<file path="src/rtl/multicycle_adder_pkg.sv">
// Shared types and helpers for the chunk-serial multicycle adder.
// Contents:
//   state_t   - sequencer state (IDLE / RUN)
//   idx_width - width of the chunk index counter: clog2(n), never below 1
package adder_pkg;

    typedef enum logic [0:0] {
        IDLE = 1'b0,
        RUN  = 1'b1
    } state_t;

    // Index counter width; a single-chunk build still needs a 1-bit index.
    function automatic int idx_width(input int n);
        if (n <= 1) begin
            return 1;
        end else begin
            return $clog2(n);
        end
    endfunction

endpackage

</file>
<file path="src/rtl/multicycle_adder_if.sv">
// Request/result bundle of the multicycle adder.
// Signals:
//   start, Sub, A, B, Cin - request side (driven by the master)
//   busy, done, Su, Co, Ov - status/result side (driven by the adder)
// Modports: master (requester), slave (the adder itself).
interface multicycle_adder_if #(
    parameter int WIDTH = 32
);
    logic             start;
    logic             Sub;
    logic [WIDTH-1:0] A;
    logic [WIDTH-1:0] B;
    logic             Cin;
    logic             busy;
    logic             done;
    logic [WIDTH-1:0] Su;
    logic             Co;
    logic             Ov;

    modport master (
        output start, Sub, A, B, Cin,
        input  busy, done, Su, Co, Ov
    );

    modport slave (
        input  start, Sub, A, B, Cin,
        output busy, done, Su, Co, Ov
    );
endinterface

</file>
<file path="src/rtl/multicycle_adder_chunk_adder.sv">
// Combinational CHUNK-bit ripple adder built from full-adder cells, each cell
// being a pair of half adders plus an OR of their carries.
// Ports:
//   a, b     - chunk operands
//   ci       - carry into bit 0
//   s        - chunk sum
//   co       - carry out of the top bit
//   c_msb_in - carry into the top bit (needed for signed overflow)
module chunk_adder #(
    parameter int CHUNK = 8
) (
    input  logic [CHUNK-1:0] a,
    input  logic [CHUNK-1:0] b,
    input  logic             ci,
    output logic [CHUNK-1:0] s,
    output logic             co,
    output logic             c_msb_in
);
    logic [CHUNK:0] c_s;

    assign c_s[0] = ci;

    for (genvar i = 0; i < CHUNK; i++) begin : g_fa
        logic hs1_s;
        logic hc1_s;
        logic hc2_s;
        // First half adder: a + b
        assign hs1_s = a[i] ^ b[i];
        assign hc1_s = a[i] & b[i];
        // Second half adder: partial sum + incoming carry
        assign s[i]     = hs1_s ^ c_s[i];
        assign hc2_s    = hs1_s & c_s[i];
        assign c_s[i+1] = hc1_s | hc2_s;
    end

    assign co       = c_s[CHUNK];
    assign c_msb_in = c_s[CHUNK-1];
endmodule

</file>
<file path="src/rtl/multicycle_adder.sv">
// Chunk-serial WIDTH-bit adder/subtractor: CHUNK bits per clock, carry held
// in a register between chunks. A start in IDLE captures operands (B is
// inverted and the carry forced to 1 for subtraction); NCHUNK RUN cycles
// later done pulses for one cycle together with Su/Co/Ov.
// Ports:
//   clk - rising-edge clock
//   rst - synchronous active-high reset (aborts any operation, no done)
//   bus - slave side of multicycle_adder_if
module multicycle_adder
    import adder_pkg::*;
#(
    parameter int WIDTH = 32,
    parameter int CHUNK = 8
) (
    input  logic                clk,
    input  logic                rst,
    multicycle_adder_if.slave   bus
);
    localparam int NCHUNK = WIDTH / CHUNK;
    localparam int IDXW   = idx_width(NCHUNK);
    localparam logic [IDXW-1:0] LAST_IDX = IDXW'(NCHUNK - 1);

    if ((CHUNK < 1) || ((WIDTH % CHUNK) != 0)) begin : g_bad_chunk
        $error("multicycle_adder: WIDTH must be a multiple of CHUNK");
    end

    state_t            state_q, state_d;
    logic [WIDTH-1:0]  opa_q, opa_d;
    logic [WIDTH-1:0]  opb_q, opb_d;
    logic              carry_q, carry_d;
    logic [IDXW-1:0]   k_q, k_d;
    logic [WIDTH-1:0]  su_q, su_d;
    logic              co_q, co_d;
    logic              ov_q, ov_d;
    logic              done_q, done_d;

    int                base_s;
    logic [CHUNK-1:0]  sum_s;
    logic              cout_s;
    logic              cmsb_s;

    assign base_s = int'(k_q) * CHUNK;

    chunk_adder #(.CHUNK(CHUNK)) u_chunk (
        .a        (opa_q[base_s +: CHUNK]),
        .b        (opb_q[base_s +: CHUNK]),
        .ci       (carry_q),
        .s        (sum_s),
        .co       (cout_s),
        .c_msb_in (cmsb_s)
    );

    // Next-state: operand capture on start, one chunk per RUN cycle.
    always_comb begin
        state_d = state_q;
        opa_d   = opa_q;
        opb_d   = opb_q;
        carry_d = carry_q;
        k_d     = k_q;
        su_d    = su_q;
        co_d    = co_q;
        ov_d    = ov_q;
        done_d  = 1'b0;
        case (state_q)
            IDLE: begin
                if (bus.start) begin
                    state_d = RUN;
                    opa_d   = bus.A;
                    opb_d   = bus.Sub ? ~bus.B : bus.B;
                    carry_d = bus.Sub ? 1'b1 : bus.Cin;
                    k_d     = '0;
                end else begin
                    state_d = IDLE;
                end
            end
            RUN: begin
                su_d[base_s +: CHUNK] = sum_s;
                carry_d = cout_s;
                if (k_q == LAST_IDX) begin
                    co_d    = cout_s;
                    ov_d    = cmsb_s ^ cout_s;
                    done_d  = 1'b1;
                    k_d     = '0;
                    state_d = IDLE;
                end else begin
                    k_d     = k_q + IDXW'(1);
                    state_d = RUN;
                end
            end
            default: begin
                state_d = IDLE;
            end
        endcase
    end

    // State and datapath registers with synchronous reset.
    always_ff @(posedge clk) begin
        if (rst) begin
            state_q <= IDLE;
            opa_q   <= '0;
            opb_q   <= '0;
            carry_q <= 1'b0;
            k_q     <= '0;
            su_q    <= '0;
            co_q    <= 1'b0;
            ov_q    <= 1'b0;
            done_q  <= 1'b0;
        end else begin
            state_q <= state_d;
            opa_q   <= opa_d;
            opb_q   <= opb_d;
            carry_q <= carry_d;
            k_q     <= k_d;
            su_q    <= su_d;
            co_q    <= co_d;
            ov_q    <= ov_d;
            done_q  <= done_d;
        end
    end

    assign bus.busy = (state_q == RUN);
    assign bus.done = done_q;
    assign bus.Su   = su_q;
    assign bus.Co   = co_q;
    assign bus.Ov   = ov_q;
endmodule

</file>
<file path="src/flat_wrapper.sv">
// flat-port wrapper written by rule: the top's interface ports become plain ports
module multicycle_adder_flat import adder_pkg::*;
#(
    parameter int WIDTH = 32,
    parameter int CHUNK = 8
)
  (clk, rst, bus_start, bus_Sub, bus_A, bus_B, bus_Cin, bus_busy, bus_done, bus_Su, bus_Co, bus_Ov);
  multicycle_adder_if #(.WIDTH(WIDTH)) bus_i ();
  input  logic clk;
  input  logic rst;
  input wire logic [$bits(bus_i.start)-1:0] bus_start;
  input wire logic [$bits(bus_i.Sub)-1:0] bus_Sub;
  input wire logic [$bits(bus_i.A)-1:0] bus_A;
  input wire logic [$bits(bus_i.B)-1:0] bus_B;
  input wire logic [$bits(bus_i.Cin)-1:0] bus_Cin;
  output wire logic [$bits(bus_i.busy)-1:0] bus_busy;
  output wire logic [$bits(bus_i.done)-1:0] bus_done;
  output wire logic [$bits(bus_i.Su)-1:0] bus_Su;
  output wire logic [$bits(bus_i.Co)-1:0] bus_Co;
  output wire logic [$bits(bus_i.Ov)-1:0] bus_Ov;
  assign bus_i.start = bus_start;
  assign bus_i.Sub = bus_Sub;
  assign bus_i.A = bus_A;
  assign bus_i.B = bus_B;
  assign bus_i.Cin = bus_Cin;
  assign bus_busy = bus_i.busy;
  assign bus_done = bus_i.done;
  assign bus_Su = bus_i.Su;
  assign bus_Co = bus_i.Co;
  assign bus_Ov = bus_i.Ov;
  multicycle_adder #(.WIDTH(WIDTH), .CHUNK(CHUNK)) u_core (.clk(clk), .rst(rst), .bus(bus_i));
endmodule
</file>
<file path="config.mk">
export PLATFORM = sky130hd
export DESIGN_NAME = multicycle_adder_flat
export DESIGN_NICKNAME = d
export VERILOG_FILES = /design/src/rtl/multicycle_adder_pkg.sv /design/src/rtl/multicycle_adder_if.sv /design/src/rtl/multicycle_adder_chunk_adder.sv /design/src/rtl/multicycle_adder.sv /design/src/flat_wrapper.sv
export SDC_FILE = /design/constraint.sdc
export NUM_CORES = 1
export LEC_CHECK = 0
export CAP_MARGIN = 10
export CORE_AREA = 2 2 115 117
export CTS_BUF_LIST = sky130_fd_sc_hd__clkbuf_8
export DETAILED_ROUTE_END_ITERATION = 7
export DIE_AREA = 0 0 117 119
export HOLD_SLACK_MARGIN = 0.06
export RECOVER_POWER = 100
export SYNTH_ARGS = -nofsm -noshare
export SYNTH_HDL_FRONTEND = slang
export SYNTH_SLANG_ARGS = --single-unit
</file>
<file path="constraint.sdc">
create_clock -name clk -period 4.2 [get_ports clk]
set_clock_uncertainty 0.05 [all_clocks]
set_input_delay 0.63 -clock clk [delete_from_list [all_inputs] [get_ports clk]]
set_output_delay 0.63 -clock clk [all_outputs]
set_load 0.05 [all_outputs]
</file>
==> Flow_metrics.wiki, run 1 <==
{| class="wikitable"
! Metric !! Value
|-
| Site row count || 42
|-
| Setup-violating endpoint count in the final report || 0
|-
| Power density over the cells || 359 nW/um^2
|-
| Total global routing track utilization || 16.3%
|-
| Final Routed Wirelength || 10800 um
|-
| Starting utilization of the core area || 36.4%
|-
| CP Class || reg2reg
|-
| Final critical path time including I/O delays and setup || 4.03 ns
|-
| Diodes inserted || 0
|-
| Initial DRC count || 186
|-
| Dominant cell type by area after synthesis || sky130_fd_sc_hd__dfxtp_1
|-
| Register-to-Register Setup Slack || 0.17 ns
|-
| Worst vdd ir || 0.000271 V
|-
| Maximum Capacitance Violations || 2
|-
| Core Region || 12900 sq um
|-
| Run status || complete, but fails checks
|-
| Syn. warnings || 0
|-
| H-tree levels || 3
|-
| Vias in the first global route || 3554
|-
| Pin count of the biggest net entering global routing || 78
|-
| Die area || 13900 sq um
|-
| Failing checks || capacitance limit, slew limit
|-
| Height of the die || 119 um
|-
| Count of pins on the block boundary || 105
|-
| Post-detailed-route wirelength per cell || 14.4 um
|-
| Share of Yosys cell area claimed by the top area cell type || 44.0%
|-
| Number of buffer cells added on primary ports || 104
|-
| Post-placement worst setup slack || -0.0591 ns
|-
| Net count after synthesis || 557
|-
| Hold Path Class || reg2reg
|-
| Maximum operating frequency || 248 MHz
|-
| CP endpoint kind || flop
|-
| Reg-to-reg endpoint || u_core.bus.Su[7]
|-
| Total of flip-flops plus latches after synthesis || 103
|-
| Top cells by area in the synthesized netlist || sky130_fd_sc_hd__dfxtp_1 (44%), sky130_fd_sc_hd__a211oi_2 (8.5%), sky130_fd_sc_hd__nand2_1 (8.0%)
|-
| Number of iterations in the first detailed-routing pass || 4
|-
| Count of instances resized after the clock tree is built || 4
|-
| DRC errors left || 0
|-
| Share of final-layout standard cells stronger than drive strength 1 || 12.2%
|-
| Clock tree from TritonCTS || built
|-
| Total leakage power || 2.17 nW
|-
| Combinational share of power || 17.4%
|-
| Antenna violations before repair || 0
|-
| Number of instances in the synthesized netlist || 474
|-
| Clock slew at the register clock pins of the worst setup and hold paths || 0.11 ns
|-
| Accumulated negative setup slack || 0 ns
|-
| Cell-internal power || 1.54 mW
|-
| Detailed placement HPWL || 8060 um
|-
| Avg Inst Size Synth || 9.89 sq um
|-
| Most common flop cell mapped by yosys || sky130_fd_sc_hd__dfxtp_1
|-
| Hold endpoint || u_core.bus.Su[8]
|-
| RR Startpoint || u_core.k_q[0]
|-
| Cell variety after synth || 32
|-
| Worst hold margin || 0.404 ns
|-
| Number of antenna-violating nets in the routed design || 0
|-
| Clock latency of the later-clocked register in the worst-skew pair || 0.36 ns
|-
| Register share of total power || 49.8%
|-
| Clock tree buffer depth || 2
|-
| Startpoint of the lowest-slack hold path || u_core.bus.Su[8]
|-
| Part of the total power dissipated in the clock network || 32.8%
|-
| Power dissipated by switching net loads || 0.581 mW
|-
| Via total after detailed routing || 3541
|-
| Grt total ovfl || 0
|-
| Cell Area, Synth || 4690 sq um
|-
| Worst EP arrival || 4.24 ns
|-
| Endpoints failing hold || 0
|-
| NumNets Final || 652
|-
| Num CTS Buffers || 9
|-
| Routability congestion estimate || 0.766
|-
| First-pass GRT wire length || 17700 um
|-
| Clock root cell || sky130_fd_sc_hd__clkbuf_8
|-
| Period Utilization, post-route || 96.0%
|-
| Depth of the most critical reg-to-reg path || 13
|-
| Largest fanout on the critical path || 6
|-
| Number of cells on the worst hold path || 2
|-
| Relative slew slack || -18.2%
|-
| Data required time of the worst path || 4.41 ns
|-
| Register area share after synthesis || 44.0%
|-
| Hold-fix buffer count after cts || 0
|-
| Setup fix buffers added after clock tree synthesis || 0
|-
| Max Slew Vio Count || 120
|-
| Actual slew at the worst max-slew pin || 1.77 ns
|-
| P&R area growth vs syn || 26.1%
|-
| Setup WS post-layout || 0.169 ns
|-
| Net switching share of the total power || 27.4%
|-
| Width of the die || 117 um
|-
| FFs w/ async S/R, synth || 0%
|-
| Number of flops mapped to enable cells by yosys || 0
|-
| Startpoint type of the worst setup path || flop
|-
| Vias per Instance || 4.72
|-
| Sinks on Clock Net || 103
|}
## flip-flops by register name, indices dropped and copies added (netlist names)
name and count:
u_core.bus.Ov 1, u_core.bus.Co 1, u_core.bus.busy 1, u_core.opb_q 32, u_core.carry_q 1, u_core.bus.Su 32, u_core.bus.done 1, u_core.k_q 2
u_core.opa_q 32
## cell families after synthesis
| logic type | after synthesis | share of synthesized area, % |
|---|---|---|
| AO/OA/AOI/OAI | 106 | 17.3 |
| XOR/XNOR | 33 | 6.17 |
| adder cells (fa/ha/maj) | 14 | 5.02 |
| buffers and inverters | 50 | 6.35 |
| flip-flops | 103 | 44.0 |
| multiplexers | 16 | 7.69 |
| AND/OR/NAND/NOR | 152 | 13.5 |
## routing by layer
metal  up-vias  GRT usage, %  wire length [um]
li1       1782             -                 -
met1      1673          22.6              5020
met2        77          26.2              5230
met3         9          2.65               427
met4         0          4.63               106
met5         -             0                 0
## layout by cell type (no fill, tap or decap), types with 4 or more instances in the layout
master	instances
sky130_fd_sc_hd__a211oi_1	18
sky130_fd_sc_hd__a211oi_2	15
sky130_fd_sc_hd__a21oi_1	39
sky130_fd_sc_hd__buf_4	9
sky130_fd_sc_hd__clkbuf_8	9
sky130_fd_sc_hd__clkdlybuf4s50_1	66
sky130_fd_sc_hd__dfxtp_1	101
sky130_fd_sc_hd__dlygate4sd3_1	36
sky130_fd_sc_hd__fa_1	4
sky130_fd_sc_hd__fa_2	4
sky130_fd_sc_hd__ha_1	6
sky130_fd_sc_hd__inv_1	17
sky130_fd_sc_hd__mux4_2	16
sky130_fd_sc_hd__nand2_1	100
sky130_fd_sc_hd__nor2_1	38
sky130_fd_sc_hd__o21ai_0	27
sky130_fd_sc_hd__o21ai_1	5
sky130_fd_sc_hd__xnor2_1	33
## per-stage QoR
stage          power, mW  cell area [sq um]  utilization (%)  std cells
4_1_cts             2.16               6050             47.0        750
6_report            2.12               5910             45.9        750
3_5_place_dp        1.47               5820             45.2        734
2_1_floorplan       1.33               4700                -        474
3_3_place_gp        1.47               5820             45.2        734
5_1_grt             2.22               5910             45.9        750
## synthesized netlist by cell type, types with 2 or more instances
library cell,number
sky130_fd_sc_hd__o21ai_1,7
sky130_fd_sc_hd__ha_1,6
sky130_fd_sc_hd__nand4_2,2
sky130_fd_sc_hd__buf_1,2
sky130_fd_sc_hd__clkbuf_4,3
sky130_fd_sc_hd__mux4_2,16
sky130_fd_sc_hd__a21oi_1,31
sky130_fd_sc_hd__nor3b_1,2
sky130_fd_sc_hd__inv_1,18
sky130_fd_sc_hd__fa_1,8
sky130_fd_sc_hd__a211oi_2,32
sky130_fd_sc_hd__nand2_1,100
sky130_fd_sc_hd__xnor2_1,33
sky130_fd_sc_hd__dfxtp_1,103
sky130_fd_sc_hd__buf_4,6
sky130_fd_sc_hd__o21ai_0,25
sky130_fd_sc_hd__a21oi_2,10
sky130_fd_sc_hd__buf_8,2
sky130_fd_sc_hd__nor2_1,38
sky130_fd_sc_hd__buf_2,13
sky130_fd_sc_hd__nand3_1,2
sky130_fd_sc_hd__buf_6,5
## worst max-delay path by stage
stage / endpoint / from / slack [ns] / depth (start not counted)
6_report: u_core.bus.Su[7] / u_core.k_q[0] / 0.17 / 13
3_5_place_dp: u_core.bus.Su[7] / u_core.k_q[0] / -0.06 / 13
4_1_cts: u_core.bus.Su[7] / u_core.k_q[0] / 0.03 / 13
2_1_floorplan: u_core.bus.Su[7] / u_core.k_q[1] / 0.02 / 15
3_3_place_gp: u_core.bus.Su[7] / u_core.k_q[0] / -0.03 / 13
5_1_grt: u_core.bus.Su[7] / u_core.k_q[0] / -0.00007 / 13
## final cells by class
| class | count | area (sq um) |
|---|---|---|
| tap | 176 | 220 |
| multi-input combinational | 321 | 2220 |
| sequential | 103 | 2070 |
| fill | 1248 | 6960 |
| inverter | 18 | 67.6 |
| clock inverter | 7 | 104 |
| clock buffer | 9 | 124 |
| timing repair buffer | 116 | 1110 |
## power groups by stage
stage | logic, mW | clock network, mW | registers [mW]
after floorplan | 0.244 | 0 | 1.08
after global placement | 0.389 | 0 | 1.08
after detailed placement | 0.391 | 0 | 1.08
after CTS | 0.394 | 0.711 | 1.06
after global routing | 0.404 | 0.751 | 1.07
final | 0.369 | 0.698 | 1.06
## worst max-delay path, cell delays in order, from the launching register on
cell                      delay [ns]
sky130_fd_sc_hd__dfxtp_4        0.39
sky130_fd_sc_hd__mux4_2         0.35
sky130_fd_sc_hd__fa_1           0.16
sky130_fd_sc_hd__inv_1          0.05
sky130_fd_sc_hd__fa_1           0.39
sky130_fd_sc_hd__fa_2           0.41
sky130_fd_sc_hd__fa_2           0.36
sky130_fd_sc_hd__fa_1           0.40
sky130_fd_sc_hd__fa_2           0.36
sky130_fd_sc_hd__fa_2           0.35
sky130_fd_sc_hd__inv_1          0.08
sky130_fd_sc_hd__fa_1           0.42
sky130_fd_sc_hd__inv_2          0.09
sky130_fd_sc_hd__o21ai_0        0.08
Note: power is estimated with default switching activity, not from simulation.
==> run 2, diff against run 1 <==
CORE_AREA = 2 2 113 115   (was 2 2 115 117)
DIE_AREA = 0 0 115 117   (was 0 0 117 119)
PLACE_DENSITY = 0.65   (was default)
SYNTH_HIERARCHICAL = 1   (was default)
==> Flow_metrics.wiki, run 2 <==
{| class="wikitable"
! Metric !! Value
|-
| Run status || complete, but fails checks
|-
| Failing checks || capacitance limit, slew limit, setup timing
|-
| Share of the core filled with cells in the final layout || 47.9% (+2.0 points)
|-
| Avg Inst Size Synth || 9.60 sq um (-2.9%)
|-
| Cell-internal power || 1.45 mW (-6.1%)
|-
| Number of antenna-violating nets in the routed design || 0 (unchanged)
|-
| Die area || 13500 sq um (-3.4%)
|-
| Cell Area, Synth || 4580 sq um (-2.3%)
|-
| Net count after synthesis || 560 (+0.54%)
|-
| Register area share after synthesis || 45.0% (+1.0 points)
|-
| Initial DRC count || 154 (-17%)
|-
| Power density over the cells || 344 nW/um^2 (-4.2%)
|-
| Worst hold margin || 0.404 ns (-0.000279 ns)
|-
| Site row count || 41 (-2.4%)
|-
| Total of flip-flops plus latches after synthesis || 103 (unchanged)
|-
| DRC errors left || 0 (unchanged)
|-
| Accumulated negative setup slack || -0.0129 ns (-0.0129 ns)
|-
| Number of buffer cells added on primary ports || 104 (unchanged)
|-
| Crit path launch || u_core/k_q[0]
|-
| NumNets Final || 649 (-0.46%)
|-
| Height of the die || 117 um (-1.7%)
|-
| Share of Yosys cell area claimed by the top area cell type || 45.0% (+1.0 points)
|-
| Most frequent standard cell in the layout excluding fill and tap cells || sky130_fd_sc_hd__dfxtp_1
|-
| Clock root cell || sky130_fd_sc_hd__clkbuf_8
|-
| Final Routed Wirelength || 11200 um (+3.5%)
|-
| Number of flops mapped to enable cells by yosys || 0 (unchanged)
|-
| Number of instances in the synthesized netlist || 477 (+0.63%)
|-
| First-pass GRT wire length || 17500 um (-0.74%)
|-
| Clock latency of the later-clocked register in the worst-skew pair || 0.37 ns (about the same)
|-
| Worst EP arrival || 4.45 ns (+0.21 ns)
|-
| Power dissipated by switching net loads || 0.581 mW (-0.10%)
|-
| Register share of total power || 52.1% (+2.3 points)
|-
| Clock tree from TritonCTS || built
|-
| Sinks on Clock Net || 103 (unchanged)
|-
| Actual slew at the worst max-slew pin || 1.70 ns (-0.0688 ns)
|-
| CP Class || reg2reg
|-
| Diodes inserted || 0 (unchanged)
|-
| Most common flop cell mapped by yosys || sky130_fd_sc_hd__dfxtp_1
|-
| Worst vdd ir || 0.000165 V (-39%)
|-
| Setup repair after global routing missed its margin || true
|-
| Setup-violating endpoint count in the final report || 2 (+2)
|-
| Cell variety after synth || 33 (+3.1%)
|-
| Starting utilization of the core area || 37.2% (+0.79 points)
|-
| Total global routing track utilization || 16.8% (+0.51 points)
|-
| Share of final-layout standard cells stronger than drive strength 1 || 10.9% (-1.3 points)
|-
| Number of iterations in the first detailed-routing pass || 4 (unchanged)
|-
| Maximum operating frequency || 237 MHz (-4.3%)
|-
| Period Utilization, post-route || 100% (+4.3 points)
|-
| Combinational share of power || 18.7% (+1.3 points)
|-
| Commonest non-fill, non-tap cells in the layout || sky130_fd_sc_hd__dfxtp_1 (102), sky130_fd_sc_hd__nand2_1 (88), sky130_fd_sc_hd__clkdlybuf4s50_1 (65)
|-
| Routability congestion estimate || 0.771 (+0.61%)
|-
| Grt total ovfl || 0 (unchanged)
|-
| Num CTS Buffers || 9 (unchanged)
|-
| Core Region || 12300 sq um (-4.4%)
|-
| Vias per Instance || 5.06 (+7.1%)
|-
| Endpoints failing hold || 0 (unchanged)
|-
| RR Startpoint || u_core/k_q[0]
|-
| Antenna violations before repair || 0 (unchanged)
|-
| Via total after detailed routing || 3645 (+2.9%)
|-
| Post-detailed-route wirelength per cell || 15.5 um (+7.6%)
|-
| Max Slew Vio Count || 97 (-19%)
|-
| Net switching share of the total power || 28.6% (+1.2 points)
|-
| Detailed placement HPWL || 8370 um (+3.8%)
|-
| Hold Path Class || reg2reg
|-
| Largest fanout on the critical path || 4 (-2)
|-
| Total leakage power || 2.19 nW (+0.92%)
|-
| Synth top cells by count || sky130_fd_sc_hd__dfxtp_1 (103), sky130_fd_sc_hd__nand2_1 (88), sky130_fd_sc_hd__a21oi_1 (47), sky130_fd_sc_hd__nor2_1 (39)
|-
| Clock tree buffer depth || 2 (unchanged)
|-
| Maximum Capacitance Violations || 1 (-1)
|-
| Data required time of the worst path || 4.44 ns (+0.03 ns)
|-
| Top cells by area in the synthesized netlist || sky130_fd_sc_hd__dfxtp_1 (45%), sky130_fd_sc_hd__mux4_2 (7.9%), sky130_fd_sc_hd__nand2_1 (7.2%)
|-
| Part of the total power dissipated in the clock network || 29.2% (-3.6 points)
|-
| P&R area growth vs syn || 28.7%
|-
| Layout fillers || 1178 (-5.6%)
|-
| Final critical path time including I/O delays and setup || 4.21 ns (+0.180 ns)
|-
| Clock slew at the register clock pins of the worst setup and hold paths || 0.11 ns (about the same)
|-
| Startpoint of the lowest-slack hold path || u_core/bus.Su[25]
|-
| Pin count of the biggest net entering global routing || 97 (+24%)
|-
| Most frequent cell after synthesis || sky130_fd_sc_hd__dfxtp_1
|-
| Vias in the first global route || 3554 (unchanged)
|-
| Relative slew slack || -13.6% (+4.6 points)
|-
| Syn. warnings || 6 (+6)
|-
| Setup WS post-layout || -0.0107 ns (-0.180 ns)
|-
| H-tree levels || 3 (unchanged)
|-
| Width of the die || 115 um (-1.7%)
|-
| FFs w/ async S/R, synth || 0% (unchanged)
|-
| Dominant cell type by area after synthesis || sky130_fd_sc_hd__dfxtp_1
|-
| Startpoint type of the worst setup path || flop
|-
| Count of pins on the block boundary || 105 (unchanged)
|-
| CP endpoint kind || flop
|}
run 2: changes by cell type after synthesis, sizes merged, moves of 6 or more:
cell / previous run / this run
a32o: 0 / 7
a21oi: 41 / 47
nand4b: 1 / 7
nand2: 100 / 88
inv: 18 / 12
a22o: 0 / 12
o21ai: 32 / 5
buf: 28 / 34
run 2: cell type report:
| cell class | count | area, sq um | area share (%) |
|---|---|---|---|
| clock buffers | 10 | 138 | 2.33 |
| clock inverters | 6 | 48.8 | 0.828 |
| inverters | 13 | 48.8 | 0.828 |
| multi-input cells | 325 | 2300 | 39.1 |
| flip-flops and latches | 103 | 2070 | 35.0 |
| well taps | 150 | 188 | 3.18 |
| repair buffers | 114 | 1100 | 18.7 |
run 2: final timing paths:
check / end / slack (ns) / depth (start not counted)
worst max-delay path: u_core/bus.Su[23] / -0.01 / 16
worst min-delay path: u_core/bus.Su[25] / 0.40 / 2
worst max register to register: u_core/bus.Su[23] / -0.01 / 16
worst min register to register: u_core/bus.Su[25] / 0.40 / 2
run 2: worst max-delay path, cell delays in order (launching register included):
cell,delay (ns)
sky130_fd_sc_hd__dfxtp_4,0.39
sky130_fd_sc_hd__mux4_2,0.51
sky130_fd_sc_hd__inv_2,0.08
sky130_fd_sc_hd__fa_2,0.20
sky130_fd_sc_hd__inv_2,0.04
sky130_fd_sc_hd__fa_2,0.33
sky130_fd_sc_hd__fa_2,0.35
sky130_fd_sc_hd__fa_2,0.36
sky130_fd_sc_hd__fa_2,0.35
sky130_fd_sc_hd__fa_2,0.34
sky130_fd_sc_hd__inv_2,0.06
sky130_fd_sc_hd__fa_2,0.18
sky130_fd_sc_hd__inv_2,0.04
sky130_fd_sc_hd__fa_2,0.54
sky130_fd_sc_hd__buf_6,0.10
sky130_fd_sc_hd__nand4b_1,0.08
sky130_fd_sc_hd__a21oi_1,0.14
run 2: logic make-up (layout without fill, tap and decap cells):
group / Yosys count / after routing / share of synthesized area, %
flops: 103 / 103 / 45.0
xor+xnor: 33 / 33 / 6.31
simple gates: 157 / 157 / 15.4
buf+inv: 49 / 143 / 5.08
fa+ha+maj: 14 / 14 / 5.14
compound gates: 104 / 104 / 14.9
mux: 17 / 17 / 8.09
run 2: per-layer routing:
layer | up-vias | global-route usage [%] | wire, um
met2 | 106 | 29.1 | 5430
li1 | 1820 | - | -
met3 | 12 | 2.94 | 650
met5 | - | 0 | 0
met4 | 0 | 6.83 | 165
met1 | 1707 | 20.9 | 4910
run 2: power by group through the flow:
stage / clock [mW] / combinational [mW] / sequential (mW)
final: 0.592 / 0.379 / 1.06
after global routing: 0.645 / 0.414 / 1.06
after CTS: 0.610 / 0.380 / 1.06
after detailed placement: 0 / 0.379 / 1.08
after global placement: 0 / 0.374 / 1.08
after floorplan: 0 / 0.229 / 1.08
run 2: stage by stage:
stage	instance area [sq um]	setup slack, ns	total power, mW	instances
final	5900	-0.0107	2.03	721
after global routing	5900	-0.130	2.12	721
after CTS	5900	-0.0311	2.05	720
after detailed placement	5720	-0.0256	1.46	704
after global placement	5720	0.0634	1.45	704
after floorplan	4620	-0.00438	1.31	477
run 2: timing repair:
action	CTS	global route
buffers inserted	0	1
hold endpoints to repair	0	0
endpoints found under the setup margin	2	5
hold buffers	0	0
gates resized for setup	1	4
pin swaps	0	2
